`config.mk`:
```
export PLATFORM = sky130hd
export DESIGN_NAME = collective_eject_queue
export DESIGN_NICKNAME = d
export VERILOG_FILES = /design/src/rtl/coll_pkg.sv /design/src/rtl/collective_eject_queue_fifo.sv /design/src/rtl/collective_eject_queue.sv
export SDC_FILE = /design/constraint.sdc
export NUM_CORES = 1
export LEC_CHECK = 0
export ABC_CLOCK_PERIOD_IN_PS = 16800
export CORE_ASPECT_RATIO = 1.1
export CORE_MARGIN = 3
export CORE_UTILIZATION = 45
export DETAILED_ROUTE_END_ITERATION = 8
export PLACE_DENSITY_LB_ADDON = 0.12
export SYNTH_ARGS = -nofsm -noshare
export SYNTH_HDL_FRONTEND = slang
export SYNTH_SLANG_ARGS = --single-unit
export TNS_END_PERCENT = 30
```
`constraint.sdc`:
```
create_clock -name clk -period 16.8 [get_ports clk]
set_input_delay 1.68 -clock clk [delete_from_list [all_inputs] [get_ports clk]]
set_output_delay 1.68 -clock clk [all_outputs]
set_load 0.02 [all_outputs]
```
`src/rtl/coll_pkg.sv`:
```
// Shared definitions for the collective router: Outpacket field positions and
// the ejection FSM encoding.
package coll_pkg;

    localparam int PKT_W    = 82;
    localparam int COORD_W  = 3;

    localparam int VLD_BIT   = 81;
    localparam int DST_Z_LSB = 78;
    localparam int DST_Y_LSB = 75;
    localparam int DST_X_LSB = 72;
    localparam int SRC_LSB   = 63;
    localparam int SRC_W     = 3 * COORD_W;
    localparam int RANK_LSB  = 54;
    localparam int RANK_W    = 9;
    localparam int CTX_LSB   = 46;
    localparam int CTX_W     = 8;
    localparam int TAG_LSB   = 38;
    localparam int TAG_W     = 8;
    localparam int ALG_LSB   = 36;
    localparam int ALG_W     = 2;
    localparam int OP_LSB    = 32;
    localparam int OP_W      = 4;
    localparam int PAY_LSB   = 0;
    localparam int PAY_W     = 32;

    typedef enum logic [1:0] {
        IDLE     = 2'd0,
        STREAM   = 2'd1,
        DRAIN    = 2'd2,
        COMPLETE = 2'd3
    } state_t;

endpackage

```
`src/rtl/collective_eject_queue_fifo.sv`:
```
// eject_fifo: synchronous FIFO with wrap-bit pointers and a combinational head.
// The caller gates wr_en/rd_en; a write into a full FIFO is only legal with a read.
module eject_fifo #(
    parameter int DEPTH = 8,
    parameter int W     = 82
) (
    input  logic         clk,
    input  logic         rst,
    input  logic         wr_en,
    input  logic         rd_en,
    input  logic [W-1:0] wr_data,
    output logic         full,
    output logic         empty,
    output logic [W-1:0] rd_data
);
    localparam int AW = $clog2(DEPTH);

    logic [AW:0]  wptr, rptr;
    logic [W-1:0] mem [DEPTH];

    always_ff @(posedge clk) begin
        if (!rst) begin
            wptr <= '0;
            rptr <= '0;
        end else begin
            if (wr_en) wptr <= wptr + (AW+1)'(1);
            if (rd_en) rptr <= rptr + (AW+1)'(1);
        end
    end

    // Storage is not reset: empty pointers make stale contents unreachable.
    always_ff @(posedge clk) begin
        if (wr_en) mem[wptr[AW-1:0]] <= wr_data;
    end

    assign empty   = (wptr == rptr);
    assign full    = (wptr[AW] != rptr[AW]) && (wptr[AW-1:0] == rptr[AW-1:0]);
    assign rd_data = mem[rptr[AW-1:0]];

endmodule

```
`src/rtl/collective_eject_queue.sv`:
```
// Ejection stage: destination filter, FIFO to the host, sticky drop flags,
// accepted-packet count and collective-completion FSM. Optional: EJECT_CTX_FILTER_EN.
module collective_eject_queue
    import coll_pkg::*;
#(
    parameter int DEPTH = 8,
    parameter int PKT_W = coll_pkg::PKT_W,
    parameter int CNT_W = 16
) (
    input  logic               clk,
    input  logic               rst,
    input  logic [PKT_W-1:0]   pkt_in,
    input  logic               pkt_valid,
    input  logic               coll_done,
    input  logic [2:0]         my_z,
    input  logic [2:0]         my_y,
    input  logic [2:0]         my_x,
`ifdef EJECT_CTX_FILTER_EN
    input  logic [7:0]         ctx_filter,
    input  logic [0:0]         ctx_filter_en,
`endif
    input  logic               host_ready,
    output logic               host_valid,
    output logic [8:0]         host_src,
    output logic [8:0]         host_rank,
    output logic [7:0]         host_ctx,
    output logic [7:0]         host_tag,
    output logic [3:0]         host_op,
    output logic [31:0]        host_payload,
    output logic               coll_complete,
    output logic               overflow,
    output logic               misroute,
    output logic [CNT_W-1:0]   pkt_count
);
    logic             pkt_ok, dst_match, ctx_ok, deq, accept, full, empty;
    logic             leave_complete;
    logic [PKT_W-1:0] head;
    state_t           state, state_nxt;

`ifdef EJECT_CTX_FILTER_EN
    assign ctx_ok = !ctx_filter_en[0] || (pkt_in[CTX_LSB +: CTX_W] == ctx_filter);
`else
    assign ctx_ok = 1'b1;
`endif

    // Context-filtered packets never reach the flag or count logic.
    assign pkt_ok    = pkt_valid && pkt_in[VLD_BIT] && ctx_ok;
    assign dst_match = (pkt_in[DST_Z_LSB +: COORD_W] == my_z) &&
                       (pkt_in[DST_Y_LSB +: COORD_W] == my_y) &&
                       (pkt_in[DST_X_LSB +: COORD_W] == my_x);
    assign host_valid = !empty;
    assign deq        = host_valid && host_ready;
    assign accept     = pkt_ok && dst_match && (!full || deq);

    eject_fifo #(.DEPTH(DEPTH), .W(PKT_W)) u_fifo (
        .clk     (clk),
        .rst     (rst),
        .wr_en   (accept),
        .rd_en   (deq),
        .wr_data (pkt_in),
        .full    (full),
        .empty   (empty),
        .rd_data (head)
    );

    always_ff @(posedge clk) begin
        if (!rst) begin
            overflow <= 1'b0;
            misroute <= 1'b0;
        end else begin
            if (pkt_ok && !dst_match)                 misroute <= 1'b1;
            if (pkt_ok && dst_match && full && !deq)  overflow <= 1'b1;
        end
    end

    assign leave_complete = (state == COMPLETE) && !coll_done;

    always_ff @(posedge clk) begin
        if (!rst)
            pkt_count <= '0;
        else if (leave_complete)
            pkt_count <= accept ? CNT_W'(1) : '0;
        else if (accept && !(&pkt_count))
            pkt_count <= pkt_count + CNT_W'(1);
    end

    always_ff @(posedge clk) begin
        if (!rst) state <= IDLE;
        else      state <= state_nxt;
    end

    always_comb begin
        state_nxt = state;
        case (state)
            IDLE:     if (accept) state_nxt = STREAM;
                      else if (coll_done) state_nxt = COMPLETE;
            STREAM:   if (coll_done) state_nxt = DRAIN;
            DRAIN:    if (empty && !accept) state_nxt = COMPLETE;
            COMPLETE: if (!coll_done) state_nxt = IDLE;
            default:  state_nxt = IDLE;
        endcase
    end

    assign coll_complete = (state == COMPLETE);

    assign host_src     = head[SRC_LSB  +: SRC_W];
    assign host_rank    = head[RANK_LSB +: RANK_W];
    assign host_ctx     = head[CTX_LSB  +: CTX_W];
    assign host_tag     = head[TAG_LSB  +: TAG_W];
    assign host_op      = head[OP_LSB   +: OP_W];
    assign host_payload = head[PAY_LSB  +: PAY_W];

    logic unused_head_bits;
    assign unused_head_bits = ^{head[VLD_BIT:DST_X_LSB], head[ALG_LSB +: ALG_W]};

endmodule
```
Word-level counts from Yosys, hierarchy flattened:

Memory sizes are Yosys's and may differ from the RTL's. A register that Yosys moved wholly into a read port is not among the register bits.
Index checks and enable logic that the tools add are counted.

* register bits after elaboration: 28
* bits in latches: 0
* bits in writable memories: 656
* memory bits (read-only): 0
* input bits: 96
* output and inout bits: 90
* word-level logic and storage cells: 61
* memories: 1

* add/sub/neg operators: 3
* $mul: 0
* div/mod/pow operators: 0
* order comparisons: 0
* equality and inequality tests: 13
* shift operators: 0
* muxes and demuxes: 13
* bitwise operators: 0
* reduce and logical (&&, ||, !) cells: 25

Memories
* u_fifo.mem: depth 8, width 82, rd ports 1, clocked after memory_dff 1, wr ports 1, RTL line collective_eject_queue_fifo.sv:19 `logic [W-1:0] mem [DEPTH];`

Operators with widths (number)
* two-way mux 16 bit: 2
* adder 16 x 1 -> 16 bit (second input constant): 1
* AND reduction 16 bit: 1
* logical AND 1 bit: 13
* equality test 3 bit: 4
* two-way mux 2 bit: 5
* adder 4 x 1 -> 4 bit (second input constant): 2
* one-hot mux 2 bit (4 select lines): 1
* logical NOT 1 bit: 7
* two-way mux 3 bit: 2
* != test 2 bit (second input constant): 3
* equality test 2 bit (second input constant): 2
* equality test 4 bit: 1
* AND reduction 4 bit: 1
* two-way mux 1 bit: 3
* != test 3 bit (second input constant): 1
* equality test 2 x 1 -> 1 bit (second input constant): 1
* logical NOT 2 bit: 1
* nonzero test 2 bit: 1
* logical OR 1 bit: 1
* != test 1 bit: 1

Logic depth before layout (Yosys ltp):

Gate-level depths: netlist of the first run.

* word-level depth: 9
* depth in mapped cells: 9
* gate-level depth less buffers: 8

Hierarchy:

From an unflattened synthesis of the first run, not the netlist that was laid out.

* cells, all modules: 1154
* area total of the unflattened synthesis: 27053.4 um^2

By module, submodules not included
* eject_fifo: instances 1, cells an instance 1003, area an instance 25856.0 um^2, seq. area each 19919.1 um^2
* collective_eject_queue: instances 1, cells an instance 151, area an instance 1197.4 um^2, seq. area each 400.4 um^2

Least setup slack after synthesis of the first run:

Ideal clock, no wire load.

* kind: input-to-reg
* from: input my_z[0]
* to: memory u_fifo.mem[1][0], enable pin
* library setup time: 695 ps
* data arrival time: 10108 ps
* data required time: 16105 ps
* setup slack: 5997 ps
* cell stages on the path: 5
* path buffers: 0
* path through: xnor2_1 nand4_2 or4_4 nand2b_1 nor4b_1

* longest elaborated chain between the ends: 7

Ends and longest elaborated chain
* from (decl): RTL line collective_eject_queue.sv:15 `input logic [2:0] my_z,`
* equality test 3 bit: RTL line collective_eject_queue.sv:48 `assign dst_match = (pkt_in[DST_Z_LSB +: COORD_W] == my_z) &&`
* logical AND 1 bit: RTL line collective_eject_queue.sv:48
* logical AND 1 bit: RTL line collective_eject_queue.sv:49 `(pkt_in[DST_Y_LSB +: COORD_W] == my_y) &&`
* logical AND 1 bit (2 in series): RTL line collective_eject_queue.sv:53 `assign accept = pkt_ok && dst_match && (!full || deq);`
* two-way mux 1 bit: RTL line collective_eject_queue_fifo.sv:33 `if (wr_en) mem[wptr[AW-1:0]] <= wr_data;`
* two-way mux 1 bit (not written as such): RTL line collective_eject_queue_fifo.sv:33
* to (decl): RTL line collective_eject_queue_fifo.sv:19

No other way between the ends.

==> results.tsv, run 1 <==
metric	value	unit
status	complete, no violations	
Worst Setup Path Type	reg2out	
Max-cap violations	0	
First-pass DRT Iterations	5	
Peak supply drop	0.0771	mV
RSZ-0062 raised after global routing	false	
Max Fclk	176	MHz
largest family of logic cells by synthesized area	multiplexers	
static leakage	8.33	nW
ratio of cells with drive above 1 in the final layout	0.258	
mux share of post-synthesis cell area	0.174	
Final Cycle Share	0.338	
crit path max-delay cell type	dfxtp_4	
vias in the first global route	11400	
Synth area leaders	edfxtp_1 (74%), mux4_2 (14%), mux2_2 (3.5%)	
Post-Route WL	45000	um
clock latency on the worst-skew pair	600	ps
FP Rows	85	
endpoint class of the critical path	output pin	
GRT Residual Overflow	0	
Avg WL per Cell	23.3	um
vias	10600	
simple-gate share of the synthesized area	0.0259	
largest net degree at the start of global routing	66	
post-CTS setup repair buffer count	0	
Critical Path RT	15120	ps
area occupied by multi-input gates	5080	um2
DR vias/cell	5.48	
Syn Inst Count	1022	
IO buf count	183	
Cell Area, Synth	22700	um2
DRT iter0 DRCs	663	
Warnings, synthesis	0	
Seq cells post-synth	591	
final hold violations	0	
CTS Hold Bufs	0	
CP cell instances	buf_4 > mux4_2 > mux2_2 > clkdlybuf4s50_1	
hold crit path type	reg2reg	
Primary FF master, synth	edfxtp_1	
xor and xnor area share after synthesis	0.00811	
Initial Utilization	0.459	
CTS Buffer Depth	3	
Crit path largest cell delay	980	ps
Antenna Violating Nets Remaining	0	
post-synthesis adder-cell area fraction	0.00442	
core area	49300	um2
post-synthesis sequential area ratio	0.769	
min Tclk post-route	5680	ps
Ports	186	
WP data arrival	4000	ps
max_slew headroom	0.292	
Reg clk slew, reported paths	60	ps
final net count	1343	
CP Max Fanout	48	
post-cts resize count	0	
Synth Area in Compound Gates	0.00933	
CTS buffer count	58	
area leader, netlist	edfxtp_1	
Clock Sink Count	591	
CP startpoint kind	flop	
H-Tree Depth	2	
die extent in y	241	um
CTS tree	done	
max-slew violations	0	
fillers	3819	
DIE WIDTH	220	um
Post-synth EDFFs	560	
initial antenna violation count	5	
final setup violation count	0	
clk_skew	11.4	ps
ys async rst share	0	
Seq. cell area	17400	um2
cell family with most CP delay	buffers and inverters	
DRC Markers	0	
RePlAce Congestion	0.744	
average cell area after synthesis	22.2	um2
Netlist cell types	42	
PwrDens	108	nW/um2
Setup TNS Final	0	ps
Synth top area share	0.742	
Layout area overhead	20.1	%
Util after Layout	0.552	
Slew @ Worst Pin	1060	ps
GRT Overall Usage	0.174	
Worst Path Buf+Inv	2	
Final HPWL DP	23200	um
post-synthesis net count	1126	
first-pass GRT wire length	68800	um
CTS Root Cell	clkbuf_16	
die area	53100	um2
per-stage QoR:
stage / hold WS, ps / area [um2] / setup WS, ps / total power [W] / std cells
floorplan: 470 / 22700 / 6000 / 0.00167 / 1022
global placement: 457 / 25400 / 11220 / 0.00172 / 1831
detailed placement: 462 / 25400 / 11170 / 0.00172 / 1831
CTS: 472 / 27200 / 10900 / 0.00297 / 1933
global route: 499 / 27200 / 10720 / 0.00303 / 1934
finish: 464 / 27200 / 11120 / 0.00293 / 1935
layout make-up:
type,instances,area share
tap,652,0.0300
sequential,591,0.641
clock buffer,84,0.0633
clock inverter,18,0.00501
antenna,2,0.000184
inverter,4,0.000552
timing repair buffer,205,0.0734
multi-input combinational,379,0.187
sequential cells by signal, summed over array words and instances, names as in the netlist, named ones only:
signal and count:
u_fifo.wptr 4, misroute 1, pkt_count 16, u_fifo.mem 560
u_fifo.rptr 4, overflow 1, state 2
final timing paths:
kind / start / end / slack, ps / cells past startpoint
max: flop / host_op[0] / 11120 / 4
min: misroute / misroute / 460 / 1
max reg2reg: u_fifo.wptr[0] / u_fifo.mem[5][6] / 13430 / 8
min reg2reg: misroute / misroute / 460 / 1
placed cells by master, fill, tap and decap left out, types with 10 or more instances in the layout:
cell type / count
a21oi_1: 13
and2_1: 11
buf_4: 22
clkbuf_1: 12
clkbuf_16: 61
clkbuf_8: 11
clkdlybuf4s50_1: 183
dfxtp_1: 28
edfxtp_1: 560
mux2_2: 70
mux4_2: 140
nand2_1: 24
nand3_1: 11
o21ai_0: 12
or3_1: 10
xnor2_1: 19
where the power goes:
part	internal (W)	switching (W)	total (W)
clock	0.000735	0.000512	0.00125
combinational	0.0000331	0.0000376	0.0000708
sequential	0.00161	0.00000253	0.00161
total	0.00238	0.000552	0.00293
cells in the mapped netlist (4+ instances only):
library cell and instances:
nor2_1 9, ha_1 8, clkbuf_1 27, mux2_2 70, o21ai_0 12, nand2_1 24
dfxtp_1 31, and3_1 5, xnor2_1 19, buf_1 16, nor2b_1 4, mux4_2 140
buf_2 5, nand4_1 8, nor3_1 4, and2_1 11, or3_1 10, nand3_1 11
a21oi_1 13, inv_1 4, edfxtp_1 560
per-layer routing:
metal  global-route usage  share of wire  vias up
li1                     -              -     4704
met1                0.237           0.43     5593
met2                0.289           0.49      238
met3               0.0391          0.054       66
met4               0.0443          0.018        6
met5                    0        0.00087        -
logic make-up (layout without fill, tap and decap cells):
group | count (synthesis) | count (layout)
flip-flops | 591 | 591
multiplexers | 211 | 211
AND/OR/NAND/NOR | 103 | 103
buffers and inverters | 52 | 311
AO/OA/AOI/OAI | 36 | 36
XOR/XNOR | 21 | 21
adder cells (fa/ha/maj) | 8 | 8
other | 0 | 2
Power figures use the tool's default switching activity.
==> run 2: changes to the inputs <==
ABC_CLOCK_PERIOD_IN_PS = 4600   (was 16800)
clock period = 4.6 ns   (was 16.8 ns; I/O delays follow)
==> run 2 against run 1 <==
Worst hold slack gained 13 ps. Final area grew 0.88%. Via count is 0.72% lower. Final cell count rose by 0.47%. Combinational power rose to 3.7 times the previous value. Sequential cell count did not move. Utilization rose by 0.48 points. Sequential share of layout area fell by 0.56 points. Critical path type unchanged. Largest power group unchanged.
==> results.tsv, run 2 (synthesis results as in run 1) <==
metric	value	unit	change
status	complete, no violations		
r2r setup slk	1750	ps	-11,680 ps
WHS Endpoint	misroute		
Seq. cell area	17400	um2	unchanged
R2R Path Start	u_fifo.wptr[0]		
DRC Markers	0		unchanged
RePlAce Congestion	0.738		-0.81%
core area	49300	um2	unchanged
Slew @ Worst Pin	782	ps	-281 ps
vias	10500		-0.72%
DRT iter0 DRCs	689		+3.9%
CTS Root Cell	clkbuf_16		
WP data arrival	3150	ps	-850 ps
First-pass DRT Iterations	4		-1
Clock Sink Count	591		unchanged
final setup violation count	0		unchanged
PwrDens	394	nW/um2	+270%
commonest cells after routing, fill and taps aside	edfxtp_1 (560), clkdlybuf4s50_1 (183), mux4_2 (140)		
clock latency on the worst-skew pair	610	ps	about the same
crit path max-delay cell type	dfxtp_4		
Final Cycle Share	0.785		
max_slew headroom	0.479		+0.187
CP Max Fanout	45		-6.3%
Worst Setup Path Type	reg2out		
Avg WL per Cell	23.2	um	-0.13%
FP Rows	85		unchanged
post-CTS setup repair buffer count	0		unchanged
R2R Path End	u_fifo.mem[5][55]		
Worst Path Buf+Inv	2		unchanged
Worst R2R Path Depth	7		-1
IO buf count	183		unchanged
hold_sp	misroute		
CTS buffer count	58		unchanged
GRT Residual Overflow	0		unchanged
static leakage	8.36	nW	+0.41%
CP cell instances	buf_12 > mux4_2 > mux2_2 > clkdlybuf4s50_1		
CTS tree	done		
die area	53100	um2	unchanged
clk_skew	20.2	ps	+8.81 ps
Util after Layout	0.556		+0.00484
DIE WIDTH	220	um	unchanged
Layout area overhead	21.1	%	
final hold violations	0		unchanged
CP startpoint kind	flop		
Antenna Violating Nets Remaining	0		unchanged
first-pass GRT wire length	68500	um	-0.44%
Ports	186		unchanged
endpoint class of the critical path	output pin		
cell family with most CP delay	buffers and inverters		
CTS Hold Bufs	0		unchanged
RSZ-0062 raised after global routing	false		
min Tclk post-route	3610	ps	
die extent in y	241	um	unchanged
H-Tree Depth	2		unchanged
hold path depth	1		unchanged
Critical Path RT	4140	ps	-10,980 ps
Reg clk slew, reported paths	60	ps	about the same
max FFs per register	560		unchanged
commonest non-fill, non-tap cell in the layout	edfxtp_1		
Final HPWL DP	23900	um	+2.9%
DR vias/cell	5.42		-1.2%
Initial Utilization	0.459		unchanged
post-cts resize count	0		unchanged
vias in the first global route	11400		-0.38%
max-slew violations	0		unchanged
Post-Route WL	45200	um	+0.33%
Crit path largest cell delay	650	ps	-330 ps
area occupied by multi-input gates	5130	um2	+1.0%
GRT Overall Usage	0.173		-0.00133
Max Fclk	277	MHz	
fillers	3821		+0.052%
final net count	1345		+0.15%
Peak supply drop	0.265	mV	+240%
CTS Buffer Depth	3		unchanged
initial antenna violation count	5		unchanged
largest net degree at the start of global routing	71		+7.6%
Max-cap violations	0		unchanged
ratio of cells with drive above 1 in the final layout	0.262		+0.00383
WHS	477	ps	+13.0 ps
hold crit path type	reg2reg		
[run 2: cell types whose count changed in the layout (fill, tap and decap cells not counted), sizes merged]
cell      delta
buf          +2
bufinv       +3
clkbuf       -8
clkinv       +6
clkinvlp     +3
diode        +1
inv          +2
[run 2: per-layer routing]
layer  share of wire  GRT usage
met5         0.00060          0
met4           0.017     0.0392
met3           0.060     0.0458
met2            0.49      0.282
met1            0.44      0.237
[run 2: metrics by stage]
stage               setup WS, ps  instances  TNS [ps]  total power [W]  instance area [um2]
floorplan                  -1490       1022   -467050          0.00611                22700
global placement             894       1833         0          0.00626                25600
detailed placement           874       1833         0          0.00628                25600
CTS                          877       1941         0           0.0109                27500
global route                 761       1941         0           0.0112                27500
finish                       989       1944         0           0.0108                27500
[run 2: report_power, final]
part	internal, W	switching (W)	total [W]
Combinational	0.000122	0.000143	0.000264
Sequential	0.00589	0.00000884	0.00590
Clock	0.00267	0.00197	0.00465
Total	0.00868	0.00213	0.0108
[run 2: area by class of cell]
| cell class | instances | share of cell area |
|---|---|---|
| antenna | 3 | 0.000273 |
| clock buffer | 76 | 0.0568 |
| clock inverter | 32 | 0.0117 |
| inverter | 4 | 0.000547 |
| multi-input combinational | 379 | 0.187 |
| sequential | 591 | 0.635 |
| tap | 652 | 0.0297 |
| timing repair buffer | 207 | 0.0787 |
[run 2: worst max-delay path by stage]
| stage | start | depth (start not counted) | to | slack [ps] |
|---|---|---|---|---|
| floorplan | my_z[0] | 5 | u_fifo.mem[2][0] | -1490 |
| global placement | my_z[0] | 8 | u_fifo.mem[6][59] | 890 |
| detailed placement | my_z[0] | 8 | u_fifo.mem[5][55] | 870 |
| CTS | flop | 4 | host_payload[30] | 880 |
| global route | flop | 4 | host_payload[30] | 760 |
| finish | flop | 4 | host_payload[30] | 990 |
[run 2: worst register-to-register path: cells and delay by family, from the launching register on]
| family | cells | cell delay [ps] |
|---|---|---|
| xor gates and xnor gates | 1 | 190 |
| buffers and inverters | 1 | 450 |
| DFF | 1 | 710 |
| and+or+nand+nor | 5 | 1110 |
